## config.mk

```make
export PLATFORM = sky130hd
export DESIGN_NAME = data_mem_stack_flat
export DESIGN_NICKNAME = d
export VERILOG_FILES = /design/src/rtl/data_mem_stack_if.sv /design/src/rtl/data_mem_stack.sv /design/src/flat_wrapper.sv
export SDC_FILE = /design/constraint.sdc
export NUM_CORES = 2
export LEC_CHECK = 0
export BUFFER_PORTS_ARGS = -buffer_cell sky130_fd_sc_hd__buf_4
export CELL_PAD_IN_SITES_DETAIL_PLACEMENT = 0
export CELL_PAD_IN_SITES_GLOBAL_PLACEMENT = 1
export CORE_ASPECT_RATIO = 0.9
export CORE_MARGIN = 4
export CORE_UTILIZATION = 40
export DETAILED_ROUTE_END_ITERATION = 16
export PLACE_DENSITY_LB_ADDON = 0.1
export SYNTH_ARGS = -nofsm -noshare
export SYNTH_HDL_FRONTEND = slang
export SYNTH_SLANG_ARGS = --single-unit
```

## constraint.sdc

```tcl
create_clock -name Clk -period 5.1 [get_ports Clk]
set_clock_uncertainty 0.1 [all_clocks]
set_input_delay 0.765 -clock Clk [delete_from_list [all_inputs] [get_ports Clk]]
set_output_delay 0.765 -clock Clk [all_outputs]
set_load 0.005 [all_outputs]
```

## src/rtl/data_mem_stack_if.sv

```systemverilog
// Data-port and stack-engine signal bundle for data_mem_stack.
interface data_mem_stack_if #(
  parameter int unsigned DATA_W = 8,
  parameter int unsigned ADDR_W = 8
);
  logic              WE;
  logic [ADDR_W-1:0] A;
  logic [DATA_W-1:0] WD;
  logic [DATA_W-1:0] RD;
  logic              Push;
  logic              Pop;
  logic [DATA_W-1:0] PushData;
  logic [DATA_W-1:0] X;
  logic [ADDR_W-1:0] Sp;
  logic              Full;
  logic              Empty;
  logic              Ovf;
  logic              Unf;
  logic              Clash;
  logic              ErrClr;

  modport master (
    output WE, A, WD, Push, Pop, PushData, ErrClr,
    input  RD, X, Sp, Full, Empty, Ovf, Unf, Clash
  );

  modport slave (
    input  WE, A, WD, Push, Pop, PushData, ErrClr,
    output RD, X, Sp, Full, Empty, Ovf, Unf, Clash
  );
endinterface

```

## src/rtl/data_mem_stack.sv

```systemverilog
// Data memory with an empty-descending hardware stack in its top STACK_DEPTH words.
// Define DMEM_REG_RD_EN for registered (1-cycle, read-first) RD/X; default is combinational reads.
module data_mem_stack #(
  parameter int unsigned DATA_W      = 8,
  parameter int unsigned ADDR_W      = 8,
  parameter int unsigned STACK_DEPTH = 32
) (
  input  logic Clk,
  input  logic Rst,
  data_mem_stack_if.slave bus
);

  localparam int unsigned WORDS   = 2 ** ADDR_W;
  localparam int unsigned DEPTH_W = $clog2(STACK_DEPTH + 1);

  logic [DATA_W-1:0]  mem [WORDS];
  logic [ADDR_W-1:0]  sp_q;
  logic [DEPTH_W-1:0] depth_q;
  logic               ovf_q;
  logic               unf_q;
  logic               clash_q;

  logic [ADDR_W-1:0]  top_addr;
  logic [ADDR_W-1:0]  stk_addr;
  logic               full;
  logic               empty;
  logic               do_push;
  logic               do_pop;
  logic               replace;
  logic               stk_we;
  logic               data_we;
  logic               ovf_set;
  logic               unf_set;
  logic               clash_d;

  // Stack operation decode; push+pop on an empty stack degrades to a plain push.
  always_comb begin
    top_addr = sp_q + ADDR_W'(1);
    full     = (depth_q == DEPTH_W'(STACK_DEPTH));
    empty    = (depth_q == '0);
    replace  = bus.Push & bus.Pop & ~empty;
    do_push  = bus.Push & ~full & (~bus.Pop | empty);
    do_pop   = bus.Pop & ~bus.Push & ~empty;
    ovf_set  = bus.Push & ~bus.Pop & full;
    unf_set  = bus.Pop & empty;
    stk_we   = (do_push | replace) & ~Rst;
    stk_addr = replace ? top_addr : sp_q;
    clash_d  = bus.WE & stk_we & (stk_addr == bus.A);
    data_we  = bus.WE & ~clash_d;
  end

  // Pointer, depth and error flags.
  always_ff @(posedge Clk or posedge Rst) begin
    if (Rst) begin
      sp_q    <= '1;
      depth_q <= '0;
      ovf_q   <= 1'b0;
      unf_q   <= 1'b0;
      clash_q <= 1'b0;
    end else begin
      if (do_push) begin
        sp_q    <= sp_q - ADDR_W'(1);
        depth_q <= depth_q + DEPTH_W'(1);
      end else if (do_pop) begin
        sp_q    <= top_addr;
        depth_q <= depth_q - DEPTH_W'(1);
      end
      ovf_q   <= ovf_set | (ovf_q & ~bus.ErrClr);
      unf_q   <= unf_set | (unf_q & ~bus.ErrClr);
      clash_q <= clash_d;
    end
  end

  // Storage is never reset; a colliding data write is suppressed in decode.
  always_ff @(posedge Clk) begin
    if (data_we) mem[bus.A] <= bus.WD;
    if (stk_we)  mem[stk_addr] <= bus.PushData;
  end

`ifdef DMEM_REG_RD_EN
  logic [DATA_W-1:0] rd_q;
  logic [DATA_W-1:0] x_q;

  always_ff @(posedge Clk or posedge Rst) begin
    if (Rst) begin
      rd_q <= '0;
      x_q  <= '0;
    end else begin
      rd_q <= mem[bus.A];
      x_q  <= mem[top_addr];
    end
  end

  assign bus.RD = rd_q;
  assign bus.X  = x_q;
`else
  assign bus.RD = mem[bus.A];
  assign bus.X  = mem[top_addr];
`endif

  assign bus.Sp    = sp_q;
  assign bus.Full  = full;
  assign bus.Empty = empty;
  assign bus.Ovf   = ovf_q;
  assign bus.Unf   = unf_q;
  assign bus.Clash = clash_q;

endmodule

```

## src/flat_wrapper.sv

```systemverilog
// flat-port wrapper written by rule: the top's interface ports become plain ports
module data_mem_stack_flat 
#(
  parameter int unsigned DATA_W      = 8,
  parameter int unsigned ADDR_W      = 8,
  parameter int unsigned STACK_DEPTH = 32
)
  (Clk, Rst, bus_WE, bus_A, bus_WD, bus_Push, bus_Pop, bus_PushData, bus_ErrClr, bus_RD, bus_X, bus_Sp, bus_Full, bus_Empty, bus_Ovf, bus_Unf, bus_Clash);
  data_mem_stack_if #(.DATA_W(DATA_W), .ADDR_W(ADDR_W)) bus_i ();
  input  logic Clk;
  input  logic Rst;
  input wire logic [$bits(bus_i.WE)-1:0] bus_WE;
  input wire logic [$bits(bus_i.A)-1:0] bus_A;
  input wire logic [$bits(bus_i.WD)-1:0] bus_WD;
  input wire logic [$bits(bus_i.Push)-1:0] bus_Push;
  input wire logic [$bits(bus_i.Pop)-1:0] bus_Pop;
  input wire logic [$bits(bus_i.PushData)-1:0] bus_PushData;
  input wire logic [$bits(bus_i.ErrClr)-1:0] bus_ErrClr;
  output wire logic [$bits(bus_i.RD)-1:0] bus_RD;
  output wire logic [$bits(bus_i.X)-1:0] bus_X;
  output wire logic [$bits(bus_i.Sp)-1:0] bus_Sp;
  output wire logic [$bits(bus_i.Full)-1:0] bus_Full;
  output wire logic [$bits(bus_i.Empty)-1:0] bus_Empty;
  output wire logic [$bits(bus_i.Ovf)-1:0] bus_Ovf;
  output wire logic [$bits(bus_i.Unf)-1:0] bus_Unf;
  output wire logic [$bits(bus_i.Clash)-1:0] bus_Clash;
  assign bus_i.WE = bus_WE;
  assign bus_i.A = bus_A;
  assign bus_i.WD = bus_WD;
  assign bus_i.Push = bus_Push;
  assign bus_i.Pop = bus_Pop;
  assign bus_i.PushData = bus_PushData;
  assign bus_i.ErrClr = bus_ErrClr;
  assign bus_RD = bus_i.RD;
  assign bus_X = bus_i.X;
  assign bus_Sp = bus_i.Sp;
  assign bus_Full = bus_i.Full;
  assign bus_Empty = bus_i.Empty;
  assign bus_Ovf = bus_i.Ovf;
  assign bus_Unf = bus_i.Unf;
  assign bus_Clash = bus_i.Clash;
  data_mem_stack #(.DATA_W(DATA_W), .ADDR_W(ADDR_W), .STACK_DEPTH(STACK_DEPTH)) u_core (.Clk(Clk), .Rst(Rst), .bus(bus_i));
endmodule
```

# Yosys cells after proc, flatten, opt, wreduce, memory -nomap -nowiden
# Memories as Yosys holds them, arrays and structs flattened.
# Index checks and enable logic that the tools add are counted.
[word_totals]
reg_bits = 17
ram_bits = 2048
output_inout_bits = 29
wordCells = 49
mem_count = 1
[classes]
n_addsub = 4
n_eq_ne = 2
mux = 9
bitwise = 26
reduce_logical = 2
[mem_list]
columns = ["memory", "words", "word_bits", "read_ports", "rd_ports_with_merged_regs", "write_ports", "line", "text"]
rows = [
  ["u_core.mem", 256, 8, 2, 0, 2, "data_mem_stack.sv:16", "logic [DATA_W-1:0] mem [WORDS];"],
]
[op_table]
columns = ["operator", "count"]
rows = [
  ["2-to-1 mux 8 bit", 3],
  ["AND 1 bit", 15],
  ["2-to-1 mux 6 bit", 2],
  ["adder 8 x 1 -> 8 bit (second input constant)", 1],
  ["== test 8 bit", 1],
  ["subtractor 8 x 1 -> 8 bit (second input constant)", 1],
  ["inverter 1 bit", 7],
  ["adder 6 x 1 -> 6 bit (second input constant)", 1],
  ["== test 6 bit (second input constant)", 1],
  ["logical NOT 6 bit", 1],
  ["subtractor 6 x 1 -> 6 bit (second input constant)", 1],
  ["2-to-1 mux 1 bit", 4],
  ["OR 1 bit", 4],
  ["nonzero test 2 bit", 1],
]

# Depth between registers and ports, before layout
[depth]
word_depth = 12
ltp_mapped = 13
ltp_nobuf = 11

# Worst setup path before layout
# OpenSTA, ideal clock, no wires.
[synth_path]
path_kind = "register to output"
from = "register u_core.sp_q[0], in the netlist u_core.bus.Sp[0]"
to = "output bus_X[0]"
arrival_time_ns = 3.710
required_time_ns = 4.235
slack_ns = 0.525
stages_incl_launch_ff = 13
path_cell_list = "dfstp_2 > buf_2 > inv_1 > ha_1 > clkbuf_1 > buf_2 > buf_2 > buf_1 > mux4_2 > mux4_2 > o22ai_1 > nor4_1 > mux2_2"
[synth_between]
elab_chain_len = 2
[synth_rtl]
columns = ["item", "line", "text"]
rows = [
  ["from (decl)", "data_mem_stack.sv:17", "logic [ADDR_W-1:0] sp_q;"],
  ["from (signal assigned)", "data_mem_stack.sv:62", "sp_q <= sp_q - ADDR_W'(1);"],
  ["from (signal assigned)", "data_mem_stack.sv:65", "sp_q <= top_addr;"],
  ["adder 8 x 1 -> 8 bit", "data_mem_stack.sv:38", "top_addr = sp_q + ADDR_W'(1);"],
  ["memory (256 x 8 bit)", "-", ""],
  ["to (decl)", "flat_wrapper.sv:20", "output wire logic [$bits(bus_i.X)-1:0] bus_X;"],
]
# Every way passes these cells.

# Worst setup path in the final report
# Same ends and word-level chain as after synthesis.

==> metrics list <==
- STA classifies the critical path startpoint as a flop.
- Share of synthesized flip-flops with an asynchronous set or reset: less than 1%
* Setup repair after global routing missed its margin: yes
* Starting utilization of the core area: 40.2%
- Standard-cell row count: a little under 200
- Along the worst path, the maximum fanout reaches 103.
* Number of buffers on the longest clock path: 4
- Via count of the first global-routing pass: slightly above 80k
- The layer flagged by global routing as most heavily used is met2.
- Counting the buffers created by CTS gives 237.
* Data required, critical path: 4.24 ns
- Root Driver: sky130_fd_sc_hd__clkbuf_16
- Placed instance count: approximately 11k
- Relative to the synthesized area, the layout overhead comes to 16.1%.
* Grt met3 use: 7.60%
* Die footprint: ~320,000 sq um
- Pre-Repair DR Iteration Count: 8
* Run status: finished, violations left
- Pwr/cell area: around 470 nW/um^2
* Post-route cell area: 145,000 sq um
* Post-synthesis cell type count: 80
- H-tree levels: 4
- Class of the tightest hold or removal check: primary input to flop
- After synthesis, flip-flops and latches occupy 49.6% of the total area.
- The first global-routing pass estimated 711 mm of wire.
- Using the TritonRoute via totals, the vias-per-cell ratio works out to 6.95.
- Vias after detailed routing: 83.7k
- Routed wirelength normalized by instance count: 43.4 microns
- Measured against its own limit, the worst slew margin works out to approximately 8.2%.
- Dominant synthesized flop cell: sky130_fd_sc_hd__edfxtp_1
- The synthesized netlist occupies a cell area of 125,000 sq um.
* Number of standard cells after synthesis: 7,547
- At the pin with the least slew margin, the transition time is about 1.4 ns.
- Number of remaining DRC errors: 0
* Number of synthesized flops with an enable pin: 2,048
- Worst Setup Path Type: flop to output pin
- In this run the remaining antenna-violating nets after routing total 0.
- After the flow finishes, the layout carries non-filler instances totaling around 12k.
- Based on the critical path, the design can be clocked at up to 0.172 GHz.
- Die span in x: 597 microns
- The tree built by TritonCTS fans out to between 2k and 2.5k sinks.
- Global routing finished with a remaining overflow of 0.
* Startpoint of the lowest-slack hold path: bus_Push
- Critical register-to-register path startpoint: u_core.bus.Sp[0]
- Max-cap violations in this run came to 0.
- The critical path starts at u_core.bus.Sp[0].
- P_leak: 47.1 nW
* Antenna violations before repair: 43
- The hold violation total from the final report came to 0.
* Overall fraction of global-route tracks in use: 31.7%
- Summed over all failing endpoints, the final setup total negative slack is -5.09 ns.
- In the final layout, the share of cells above drive strength 1 is 61.6%.
* Layout net count: 7,766
* Main area contributors after synthesis: sky130_fd_sc_hd__edfxtp_1, sky130_fd_sc_hd__mux4_2, sky130_fd_sc_hd__mux2_2, sky130_fd_sc_hd__clkbuf_1, sky130_fd_sc_hd__o41ai_1
* Final Cycle Share: 114%
- From bottom edge to top edge, the die measures 538 microns.
* Count of boundary I/O pins: 59
- GR Util met1: 45.8%
* Final weighted congestion in routability-driven placement: about 0.98
* Area of placed instances: between 100,000 and 150,000 sq um
- After clock tree synthesis, the clock-pin slew on the worst setup and hold paths is about 0.07 ns.
- Cell taking the most area after synthesis: sky130_fd_sc_hd__edfxtp_1
- After detailed routing, the total wire length is 523 mm.
- Yosys warning total: 0
* Avg Synthesized Cell Area: around 17 sq um
- For the worst-skew pair, the clock arrives at the later sink with an insertion delay of 0.95 ns.
* Total nets after synthesis: between 7k and 8k
- For the finished layout, the period the worst path requires is just under 6 ns.
- The HPWL after detailed placement is 347 mm.
* Count of final max-slew check failures: 0
- Entering global routing, the biggest net connects 116 pins.
* Initial DRC count: 12.3k
- VDD IR max: around 500 uV
* PortBufs: 58
- Element type at the critical path end: output pin
* Final-report setup violation count: 13
- The final reports fail on setup timing.
- Setup slack on the critical path of the routed design comes to -0.699 ns.
- At the worst endpoint, the arrival time is 4.93 ns.
* CTS tree: yes
- Met2 usage in global routing: 46.4%
- Flops & latches, synth: 2,065
- Core region area: 311,000 sq um
- Fraction of synthesized cell area taken by the top area cell type: 49.2%
[flip-flops by register name (all words and copies together) (netlist names)]
name / count
u_core.mem: 2048
u_core.bus.Sp: 8
u_core.bus.Ovf: 1
u_core.depth_q: 6
u_core.bus.Clash: 1
u_core.bus.Unf: 1
[per-layer routing]
metal,vias up,part of all wire (%)
met3,851,10
li1,32000,-
met2,5169,43
met5,-,0.057
met1,45700,41
met4,24,4.7
[placed cells by master (no fill, tap or decap), types with 10 or more instances in the layout]
| cell type | count |
|---|---|
| sky130_fd_sc_hd__buf_4 | 671 |
| sky130_fd_sc_hd__nand4_1 | 13 |
| sky130_fd_sc_hd__nor4_1 | 10 |
| sky130_fd_sc_hd__o41ai_2 | 121 |
| sky130_fd_sc_hd__edfxtp_1 | 2048 |
| sky130_fd_sc_hd__buf_6 | 27 |
| sky130_fd_sc_hd__nand2_1 | 229 |
| sky130_fd_sc_hd__inv_1 | 14 |
| sky130_fd_sc_hd__mux2_2 | 2052 |
| sky130_fd_sc_hd__and3_1 | 21 |
| sky130_fd_sc_hd__o21ai_0 | 78 |
| sky130_fd_sc_hd__nand3_1 | 164 |
| sky130_fd_sc_hd__nor2_4 | 27 |
| sky130_fd_sc_hd__xnor2_1 | 18 |
| sky130_fd_sc_hd__o22ai_2 | 30 |
| sky130_fd_sc_hd__nand2b_1 | 10 |
| sky130_fd_sc_hd__nor2_1 | 36 |
| sky130_fd_sc_hd__a21oi_1 | 21 |
| sky130_fd_sc_hd__mux4_2 | 1261 |
| sky130_fd_sc_hd__nor2_2 | 38 |
| sky130_fd_sc_hd__clkbuf_1 | 36 |
| sky130_fd_sc_hd__bufinv_16 | 19 |
| sky130_fd_sc_hd__buf_12 | 112 |
| sky130_fd_sc_hd__o22ai_1 | 81 |
| sky130_fd_sc_hd__clkinv_1 | 50 |
| sky130_fd_sc_hd__clkbuf_16 | 248 |
| sky130_fd_sc_hd__clkinv_2 | 53 |
| sky130_fd_sc_hd__buf_8 | 18 |
| sky130_fd_sc_hd__mux2i_1 | 36 |
| sky130_fd_sc_hd__a22oi_1 | 37 |
| sky130_fd_sc_hd__nand2_2 | 12 |
| sky130_fd_sc_hd__o22ai_4 | 16 |
| sky130_fd_sc_hd__diode_2 | 21 |
| sky130_fd_sc_hd__buf_16 | 36 |
| sky130_fd_sc_hd__nor2b_1 | 12 |
| sky130_fd_sc_hd__clkinvlp_4 | 12 |
[final timing paths]
check                           cells after the start                 to  slack (ns)
worst max-delay path                               10           bus_X[0]       -0.70
worst min-delay path                                5   u_core.bus.Sp[1]        0.30
worst max register to register                      8   u_core.mem[9][1]        0.16
worst min register to register                      2     u_core.bus.Unf        0.44
max in group asynchronous                           3  u_core.depth_q[0]        3.75
min in group asynchronous                           3     u_core.bus.Ovf        0.54
[cell families after synthesis]
family	share of synthesized area [%]
and+or+nand+nor	2.66
adders and majority gates	0.0761
AOI/OAI and AO/OA	2.73
xor gates and xnor gates	0.207
DFF	49.6
muxes	41.6
buffers and inverters	3.12
[worst max-delay path, cell delays in order, from the launching register on]
cell                      delay (ns)
sky130_fd_sc_hd__dfstp_4        0.65
sky130_fd_sc_hd__buf_4          0.13
sky130_fd_sc_hd__buf_12         0.23
sky130_fd_sc_hd__buf_12         0.45
sky130_fd_sc_hd__mux4_2         0.43
sky130_fd_sc_hd__mux4_2         0.36
sky130_fd_sc_hd__o22ai_2        0.11
sky130_fd_sc_hd__buf_6          0.18
sky130_fd_sc_hd__nor4_2         0.62
sky130_fd_sc_hd__mux2_4         0.36
sky130_fd_sc_hd__buf_4          0.13
[final cells by class]
class	instances	area, sq um
inverters	18	71.3
multi-input cells	4520	60900
repair buffers	887	9390
flip-flops and latches	2065	61900
clock buffers	276	6140
fillers	26700	166000
well taps	4116	5150
clock inverters	147	1300
diodes	21	52.6
[what timing repair did]
item                       CTS  global route
gates resized for setup    139            60
setup endpoints to repair   13            48
hold endpoints to repair    11             0
buffers inserted            45            52
cloned                      14             8
hold buffers                 4             0
pin swaps                   13            12
[stage by stage]
stage	hold slack [ns]	utilization, %	power, mW	setup slack [ns]
6_report	0.303	46.7	68.1	-0.699
3_3_place_gp	0.415	43.4	47.6	-0.776
5_1_grt	0.275	46.6	69.6	-0.642
3_5_place_dp	0.439	43.4	47.6	-0.654
2_1_floorplan	0.417	-	35.6	0.525
4_1_cts	0.220	46.3	67.3	-0.642
[cell usage after synthesis (7+ instances only)]
master / number
sky130_fd_sc_hd__nor2_4: 23
sky130_fd_sc_hd__a211o_1: 7
sky130_fd_sc_hd__clkbuf_1: 667
sky130_fd_sc_hd__xor2_1: 8
sky130_fd_sc_hd__mux2i_1: 37
sky130_fd_sc_hd__nor4_1: 18
sky130_fd_sc_hd__and2_1: 7
sky130_fd_sc_hd__dfrtp_1: 9
sky130_fd_sc_hd__buf_4: 11
sky130_fd_sc_hd__and3_1: 30
sky130_fd_sc_hd__o22ai_1: 127
sky130_fd_sc_hd__nor3_1: 14
sky130_fd_sc_hd__a221oi_1: 9
sky130_fd_sc_hd__nand2_2: 8
sky130_fd_sc_hd__buf_2: 182
sky130_fd_sc_hd__nand2_1: 233
sky130_fd_sc_hd__edfxtp_1: 2048
sky130_fd_sc_hd__o21ai_0: 79
sky130_fd_sc_hd__mux2_2: 2059
sky130_fd_sc_hd__a22oi_1: 40
sky130_fd_sc_hd__mux4_2: 1261
sky130_fd_sc_hd__nand2b_1: 10
sky130_fd_sc_hd__o41ai_1: 125
sky130_fd_sc_hd__a21oi_1: 21
sky130_fd_sc_hd__or3_1: 8
sky130_fd_sc_hd__nand3_1: 175
sky130_fd_sc_hd__dfstp_2: 8
sky130_fd_sc_hd__a31oi_1: 7
sky130_fd_sc_hd__nor2_1: 43
sky130_fd_sc_hd__nor2_2: 35
sky130_fd_sc_hd__buf_1: 82
sky130_fd_sc_hd__nand4_1: 13
sky130_fd_sc_hd__xnor2_1: 19
sky130_fd_sc_hd__nor2b_1: 14
sky130_fd_sc_hd__inv_1: 16
[power breakdown]
group,internal [mW],switching (mW)
clock,9.53,7.62
sequential,18.9,0.214
combinational,14.6,17.3
(Power assumes the default switching activity.)
